[config.mk]
export PLATFORM = sky130hd
export DESIGN_NAME = player_control_flat
export DESIGN_NICKNAME = d
export VERILOG_FILES = /design/src/rtl/player_control_if.sv /design/src/rtl/player_control.sv /design/src/flat_wrapper.sv
export SDC_FILE = /design/constraint.sdc
export NUM_CORES = 1
export LEC_CHECK = 0
export CORE_ASPECT_RATIO = 0.5
export CORE_MARGIN = 2
export CORE_UTILIZATION = 59
export CTS_CLUSTER_DIAMETER = 80
export DETAILED_ROUTE_END_ITERATION = 10
export PLACE_DENSITY = 0.95
export RECOVER_POWER = 25
export SKIP_LAST_GASP = 1
export SLEW_MARGIN = 40
export SYNTH_ARGS = -nofsm -noshare
export SYNTH_HDL_FRONTEND = slang
export SYNTH_SLANG_ARGS = --single-unit
[constraint.sdc]
create_clock -name Clk -period 9.4 [get_ports Clk]
set_input_delay 1.41 -clock Clk [delete_from_list [all_inputs] [get_ports Clk]]
set_output_delay 1.41 -clock Clk [all_outputs]
set_load 0.01 [all_outputs]
[src/rtl/player_control_if.sv]
// rtl/player_control_if.sv - projectile spawn request handshake between player and projectile manager
interface player_control_if #(
  parameter int W = 12
) ();
  logic         shot_valid;
  logic         shot_ready;
  logic [W-1:0] shot_x;
  logic [W-1:0] shot_y;
  logic [1:0]   shot_dir;

  modport master (output shot_valid, output shot_x, output shot_y, output shot_dir, input shot_ready);
  modport slave  (input shot_valid, input shot_x, input shot_y, input shot_dir, output shot_ready);
endinterface

[src/rtl/player_control.sv]
// rtl/player_control.sv - per-player keycode decode, frame-stepped clamped motion, facing and cooled-down fire requests
module player_control #(
  parameter int         KEYS     = 4,
  parameter int         W        = 12,
  parameter int         STEP     = 2,
  parameter int         X_MIN    = 64,
  parameter int         X_MAX    = 3136,
  parameter int         Y_MIN    = 64,
  parameter int         Y_MAX    = 2336,
  parameter int         X_INIT   = 700,
  parameter int         Y_INIT   = 700,
  parameter int         COOLDOWN = 30,
  parameter logic [7:0] KEY_UP   = 8'h1A,
  parameter logic [7:0] KEY_DN   = 8'h16,
  parameter logic [7:0] KEY_LT   = 8'h04,
  parameter logic [7:0] KEY_RT   = 8'h07,
  parameter logic [7:0] AIM_UP   = 8'h52,
  parameter logic [7:0] AIM_DN   = 8'h51,
  parameter logic [7:0] AIM_LT   = 8'h50,
  parameter logic [7:0] AIM_RT   = 8'h4F,
  parameter logic [7:0] KEY_FIRE = 8'h2C
) (
  input  logic              Clk,
  input  logic              Reset_n,
  input  logic              frame_vs,
  input  logic [8*KEYS-1:0] keycode,
  output logic [W-1:0]      x,
  output logic [W-1:0]      y,
  output logic [1:0]        dir,
  output logic              moving,
  player_control_if.master  shot
);
  localparam int CW = (COOLDOWN > 0) ? $clog2(COOLDOWN + 1) : 1;
  // Two extra bits keep the signed sum from wrapping near either end of the W-bit range.
  localparam logic signed [W+1:0] STEP_S = (W+2)'(STEP);
  localparam logic signed [W+1:0] XMIN_S = (W+2)'(X_MIN);
  localparam logic signed [W+1:0] XMAX_S = (W+2)'(X_MAX);
  localparam logic signed [W+1:0] YMIN_S = (W+2)'(Y_MIN);
  localparam logic signed [W+1:0] YMAX_S = (W+2)'(Y_MAX);

  typedef enum logic [1:0] {READY, PEND, COOL} state_t;

  state_t          state;
  logic [CW-1:0]   count;
  logic            vs_q;
  logic            tick;
  logic            shot_valid_r;
  logic [W-1:0]    shot_x_r;
  logic [W-1:0]    shot_y_r;
  logic [1:0]      shot_dir_r;

  logic up, dn, lt, rt, aim_up, aim_dn, aim_lt, aim_rt, fire;
  logic signed [W+1:0] dx, dy, sx, sy;
  logic [W-1:0]        nx, ny;
  logic [1:0]          ndir;

  function automatic logic pressed(input logic [8*KEYS-1:0] kc, input logic [7:0] code);
    logic hit;
    hit = 1'b0;
    for (int i = 0; i < KEYS; i++) begin
      if (kc[8*i +: 8] != 8'h00 && kc[8*i +: 8] == code) hit = 1'b1;
    end
    return hit;
  endfunction

  assign up     = pressed(keycode, KEY_UP);
  assign dn     = pressed(keycode, KEY_DN);
  assign lt     = pressed(keycode, KEY_LT);
  assign rt     = pressed(keycode, KEY_RT);
  assign aim_up = pressed(keycode, AIM_UP);
  assign aim_dn = pressed(keycode, AIM_DN);
  assign aim_lt = pressed(keycode, AIM_LT);
  assign aim_rt = pressed(keycode, AIM_RT);
  assign fire   = pressed(keycode, KEY_FIRE);

  assign tick = frame_vs & ~vs_q;

  always_comb begin
    dx = '0;
    dy = '0;
    if (rt && !lt) dx = STEP_S;
    else if (lt && !rt) dx = -STEP_S;
    if (dn && !up) dy = STEP_S;
    else if (up && !dn) dy = -STEP_S;
    sx = $signed({2'b00, x}) + dx;
    sy = $signed({2'b00, y}) + dy;
    if (sx < XMIN_S)      nx = W'(X_MIN);
    else if (sx > XMAX_S) nx = W'(X_MAX);
    else                  nx = sx[W-1:0];
    if (sy < YMIN_S)      ny = W'(Y_MIN);
    else if (sy > YMAX_S) ny = W'(Y_MAX);
    else                  ny = sy[W-1:0];
    // Facing codes: 0 N, 1 S, 2 E, 3 W; aim keys override movement keys.
    ndir = dir;
    if (aim_rt || aim_lt || aim_dn || aim_up) begin
      if (aim_rt)      ndir = 2'd2;
      else if (aim_lt) ndir = 2'd3;
      else if (aim_dn) ndir = 2'd1;
      else             ndir = 2'd0;
    end else if (rt || dn || lt || up) begin
      if (rt)      ndir = 2'd2;
      else if (dn) ndir = 2'd1;
      else if (lt) ndir = 2'd3;
      else         ndir = 2'd0;
    end
  end

  always_ff @(posedge Clk or negedge Reset_n) begin
    if (!Reset_n) begin
      vs_q         <= 1'b0;
      x            <= W'(X_INIT);
      y            <= W'(Y_INIT);
      dir          <= 2'd0;
      moving       <= 1'b0;
      state        <= READY;
      count        <= '0;
      shot_valid_r <= 1'b0;
      shot_x_r     <= '0;
      shot_y_r     <= '0;
      shot_dir_r   <= 2'd0;
    end else begin
      vs_q <= frame_vs;
      if (tick) begin
        x      <= nx;
        y      <= ny;
        dir    <= ndir;
        moving <= (nx != x) || (ny != y);
      end
      case (state)
        READY: if (tick && fire) begin
          shot_x_r     <= x;
          shot_y_r     <= y;
          shot_dir_r   <= dir;
          shot_valid_r <= 1'b1;
          state        <= PEND;
        end
        PEND: if (shot_ready_q()) begin
          shot_valid_r <= 1'b0;
          if (COOLDOWN > 0) begin
            state <= COOL;
            count <= CW'(COOLDOWN);
          end else begin
            state <= READY;
          end
        end
        COOL: if (tick) begin
          count <= count - CW'(1);
          if (count == CW'(1)) state <= READY;
        end
        default: state <= READY;
      endcase
    end
  end

  function automatic logic shot_ready_q();
    return shot.shot_ready;
  endfunction

  assign shot.shot_valid = shot_valid_r;
  assign shot.shot_x     = shot_x_r;
  assign shot.shot_y     = shot_y_r;
  assign shot.shot_dir   = shot_dir_r;
endmodule

[src/flat_wrapper.sv]
// flat-port wrapper written by rule: the top's interface ports become plain ports
module player_control_flat 
#(
  parameter int         KEYS     = 4,
  parameter int         W        = 12,
  parameter int         STEP     = 2,
  parameter int         X_MIN    = 64,
  parameter int         X_MAX    = 3136,
  parameter int         Y_MIN    = 64,
  parameter int         Y_MAX    = 2336,
  parameter int         X_INIT   = 700,
  parameter int         Y_INIT   = 700,
  parameter int         COOLDOWN = 30,
  parameter logic [7:0] KEY_UP   = 8'h1A,
  parameter logic [7:0] KEY_DN   = 8'h16,
  parameter logic [7:0] KEY_LT   = 8'h04,
  parameter logic [7:0] KEY_RT   = 8'h07,
  parameter logic [7:0] AIM_UP   = 8'h52,
  parameter logic [7:0] AIM_DN   = 8'h51,
  parameter logic [7:0] AIM_LT   = 8'h50,
  parameter logic [7:0] AIM_RT   = 8'h4F,
  parameter logic [7:0] KEY_FIRE = 8'h2C
)
  (Clk, Reset_n, frame_vs, keycode, x, y, dir, moving, shot_shot_valid, shot_shot_x, shot_shot_y, shot_shot_dir, shot_shot_ready);
  player_control_if #(.W(W)) shot_i ();
  input  logic Clk;
  input  logic Reset_n;
  input  logic frame_vs;
  input  logic [8*KEYS-1:0] keycode;
  output logic [W-1:0] x;
  output logic [W-1:0] y;
  output logic [1:0] dir;
  output logic moving;
  output wire logic [$bits(shot_i.shot_valid)-1:0] shot_shot_valid;
  output wire logic [$bits(shot_i.shot_x)-1:0] shot_shot_x;
  output wire logic [$bits(shot_i.shot_y)-1:0] shot_shot_y;
  output wire logic [$bits(shot_i.shot_dir)-1:0] shot_shot_dir;
  input wire logic [$bits(shot_i.shot_ready)-1:0] shot_shot_ready;
  assign shot_shot_valid = shot_i.shot_valid;
  assign shot_shot_x = shot_i.shot_x;
  assign shot_shot_y = shot_i.shot_y;
  assign shot_shot_dir = shot_i.shot_dir;
  assign shot_i.shot_ready = shot_shot_ready;
  player_control #(.KEYS(KEYS), .W(W), .STEP(STEP), .X_MIN(X_MIN), .X_MAX(X_MAX), .Y_MIN(Y_MIN), .Y_MAX(Y_MAX), .X_INIT(X_INIT), .Y_INIT(Y_INIT), .COOLDOWN(COOLDOWN), .KEY_UP(KEY_UP), .KEY_DN(KEY_DN), .KEY_LT(KEY_LT), .KEY_RT(KEY_RT), .AIM_UP(AIM_UP), .AIM_DN(AIM_DN), .AIM_LT(AIM_LT), .AIM_RT(AIM_RT), .KEY_FIRE(KEY_FIRE)) u_core (.Clk(Clk), .Reset_n(Reset_n), .frame_vs(frame_vs), .keycode(keycode), .x(x), .y(y), .dir(dir), .moving(moving), .shot(shot_i));
endmodule
==> results.md <==
Status:
- The flow ran to the end, but the final reports show violations.
- The final reports fail on max-capacitance violations, max-slew violations.

Setup path:
- The startpoint of the worst register-to-register path is u_core.x[1].
- The kind of capture point of the worst setup path is a register.
- The critical path runs through a total of 18 cells.
- The most repeated library cell on the critical path is ha_1.
- Among cell families on the critical path, the largest total delay comes from compound AO/OA/AOI/OAI gates.
- The required time of the critical path is 9.59 ns.
- Measured in cells, the most critical reg-to-reg path has a length of 12.
- The critical path is of the input port to register type.
- Walking the worst path, the cells encountered are clkdlybuf4s50_1 -> nand2b_1 -> nor2_1 -> a32oi_1 -> o21ai_0 -> a41oi_1 -> ha_1 -> ha_1 -> a211oi_2 -> o211ai_2 -> a2111oi_0 -> o221a_2 -> a41oi_2 -> or3_4 -> o32ai_1 -> nand2_1 -> nor4_1 -> a31oi_1.
- The endpoint of the worst-slack reg-to-reg timing path is u_core.moving.
- Of all nets on the critical path, the largest fanout is 19.
- The startpoint type of the worst setup path is an input port.
- Together, buffers and inverters on the worst path number 1.
- The cell with the biggest individual delay on the critical path is ha_1.
- The critical path starts at keycode[3].
- In this design, the stage delay of the slowest critical-path cell is 0.77 ns.
- STA puts the critical path data arrival time at 6.86 ns.
- Setup slack on the worst reg-to-reg path comes out at 5.23 ns.
- Following the worst setup path forward leads to its endpoint at u_core.moving.

GRT:
- The global routing usage summed across all routing layers is 32.1%.
- The final global-route overflow total is 0.
- The number of antenna violations at the first check in global routing was 0.
- The first-pass GRT wire length is 25,700 microns.
- The maximum number of pins on one net before global-route repair is 61.
- The via count of the first global-routing pass is 5,223.

Synthesis:
- The most common cell in the synthesized netlist is nand2_1.
- The synthesis-stage register bit count is 62.
- The share of the Yosys chip area taken by registers is between 20% and 30%.
- Yosys mapped a number of flops with a built-in enable equal to 0.
- The top cell type by total area after synthesis is dfrtp_1.
- After synthesis, the largest area contributor takes up 23.5% of total cell area.
- The post-synthesis instance total is 609.
- The async set-reset flop share out of synthesis is 100%.
- The flip-flop cell with the highest count after synthesis is dfrtp_1.
- Averaged over all synthesized cells, the footprint is 8.73 sq um.
- In the post-synthesis netlist, the biggest area contributors are dfrtp_1 (24%), ha_1 (6.6%), dfstp_2 (5.9%), mux2_2 (5.9%), nand2_1 (4.8%).
- Summing every instance area after synthesis gives 5320 sq um.
- In this run, distinct cell masters in the synthesized netlist total 81.
- The number of warnings printed during yosys synthesis is 0.
- The net count after synthesis is 675.
- Counting instances in the post-synthesis netlist gives the leading cell types as nand2_1 (68), dfrtp_1 (50), nor2_1 (37), o21ai_0 (29).

STA:
- At the pin with the least slew margin, the transition time is 3.24 ns.
- The worst pin sits at a relative slew slack of -116%.
- The tightest hold margin is 0.492 ns.
- The final number of hold-violating endpoints is 0.
- Summed over all failing endpoints, the final setup total negative slack is 0 ns.
- Setup repair after global routing left no endpoint under its margin.
- The minimum clock period is 6.67 ns.
- The clock arrives with 0.00650 ns of skew.
- For this run, the top clock speed supported by timing is about 150 MHz.
- The worst path setup slack after routing is roughly 2.7 ns.
- The final-report setup violation count is 0.
- The number of pins with negative max-slew slack in the final report is 61.
- The final critical-path share of the clock period is 70.9%.

Floorplan:
- The die covers 9830 sq um.
- The floorplan has 24 rows.
- The chip width is 138 microns.
- The die outline height is 71.1 microns.
- The area of the core region is 8740 sq um.
- Once the floorplan was initialized, standard cells occupied between 60 and 70% of the core.
- The top-level I/O count is 90.

Finish:
- From synthesis to final layout, the design area changed by 23.8%.
- The number of antenna repair diodes is 0.
- The sequential cells in the finished layout cover a total of 1570 sq um.
- The multi-input combinational cells in the finished layout cover a total of 3560 sq um.
- Of the cells placed in the final design, the portion with a size suffix greater than 1 is 11.6%.
- The total number of nets in the final design is 757.
- The filler cells instantiated in the layout total 528.

Drt:
- The mean routed wirelength per cell is 19.5 microns.
- Summing over every cut layer, the via total after detailed routing is 5,525.
- After detailed routing, the number of remaining DRC violations is 0.
- In the routed layout, each cell is associated on average with a via count of 6.80.
- The violation count after the first detailed-route iteration is 654.
- In this run the remaining antenna-violating nets after routing total 0.
- The final layout contains routed wiring with a total length of 15,900 microns.
- The iteration count of the initial detailed-routing pass is 6.

Clocking:
- The clock passes through at most 2 buffers.
- The library cell used as clock root buffer is clkbuf_16.
- Gates resized during post-CTS repair numbered 0.
- Once the clock tree was built, the setup fixing pass inserted 0 buffers.
- The CTS tree is built.
- The insertion delay of the later-clocked pin in the worst-skew pair is 0.34 ns.
- The clock sink count is a little over 60.
- The H-tree generated during clock tree synthesis spans 3 levels.
- After clock tree synthesis, the clock-pin slew on the worst setup and hold paths is 0.06 ns.
- In this run, post-CTS hold repair placed 0 buffers.
- The number of buffers created by CTS is 9.

Place:
- The congestion estimate from routability-driven global placement came to 0.945.
- Port buffering added 89 buffers.
- The half-perimeter wire length of the detailed placement result is between 10,000 and 15,000 microns.
- At the placement stage, the worst setup path has a slack of roughly 2.6 ns.

Hold path:
- The min-delay analysis places its worst path in the category register to register.

Pwr:
- The largest vdd supply drop is between 0.0001 and 0.00015 V.
- The power density relative to cell area is 196 nW/um^2.
- The leakage dissipation is between 2 and 3 nW.

Run:
- The tool flagged a number of max-cap violations equal to 1.
==> cell usage in the layout (no fill, tap or decap), types with 22 or more instances in the layout <==
cell             instances
a21oi_1                 24
o21ai_0                 29
nand2b_1                24
mux2_2                  28
clkdlybuf4s50_1         88
dfrtp_1                 50
ha_1                    28
inv_1                   22
nand2_1                 68
nor2_1                  37
==> routing by layer <==
metal	part of all wire [%]	global-route usage [%]	vias up
li1	-	-	2471
met1	41	41.7	2579
met2	46	52.5	401
met3	10	8.06	74
met4	3.5	12.8	0
met5	0	0	-
==> cells by family (layout without fill, tap and decap cells) <==
family	count (synthesis)	in the layout	share of synthesized area [%]
and+or+nand+nor	248	248	25.5
AOI/OAI and AO/OA	166	166	22.7
DFF	62	62	29.5
buffers and inverters	44	131	3.84
muxes	33	33	6.87
adders and majority gates	30	30	7.34
xor gates and xnor gates	26	26	4.28
==> state kept, by name (all words and copies together), names as in the netlist <==
register	cells
u_core.shot.shot_x	12
u_core.x	12
u_core.moving	1
u_core.state	2
u_core.shot.shot_valid	1
u_core.shot.shot_dir	2
u_core.dir	2
u_core.vs_q	1
u_core.count	5
u_core.y	12
u_core.shot.shot_y	12
==> power by group <==
part	leakage, nW	switching, mW	internal [mW]
combinational	1.97	0.296	0.232
sequential	0.785	0.0747	0.324
clock	0.154	0.121	0.240
==> layout make-up <==
cell class | count | share of cell area (%)
clock buffers | 13 | 3.80
repair buffers | 93 | 13.8
inverters | 22 | 1.25
clock inverters | 3 | 1.05
multi-input cells | 503 | 54.0
well taps | 117 | 2.22
flip-flops and latches | 62 | 23.8
==> per-stage QoR <==
stage | util, % | cell area, sq um | total power [mW] | std cells
2_1_floorplan | - | 5320 | 0.707 | 609
3_3_place_gp | 71.7 | 6260 | 0.860 | 797
3_5_place_dp | 71.7 | 6270 | 0.891 | 797
4_1_cts | 75.4 | 6590 | 1.27 | 813
5_1_grt | 75.3 | 6580 | 1.34 | 813
6_report | 75.3 | 6580 | 1.29 | 813
==> worst min-delay path by stage <==
stage | from | to | slack, ns | depth (start not counted)
after floorplan | u_core.state[1] | u_core.state[0] | 0.46 | 1
after global placement | u_core.shot.shot_valid | u_core.shot.shot_valid | 0.47 | 1
after detailed placement | u_core.shot.shot_valid | u_core.shot.shot_valid | 0.47 | 1
after CTS | u_core.shot.shot_valid | u_core.shot.shot_valid | 0.48 | 1
after global routing | u_core.shot.shot_x[5] | u_core.shot.shot_x[5] | 0.52 | 1
final | u_core.shot.shot_valid | u_core.shot.shot_valid | 0.49 | 1
No activity file was read; power rests on OpenSTA's default activity.
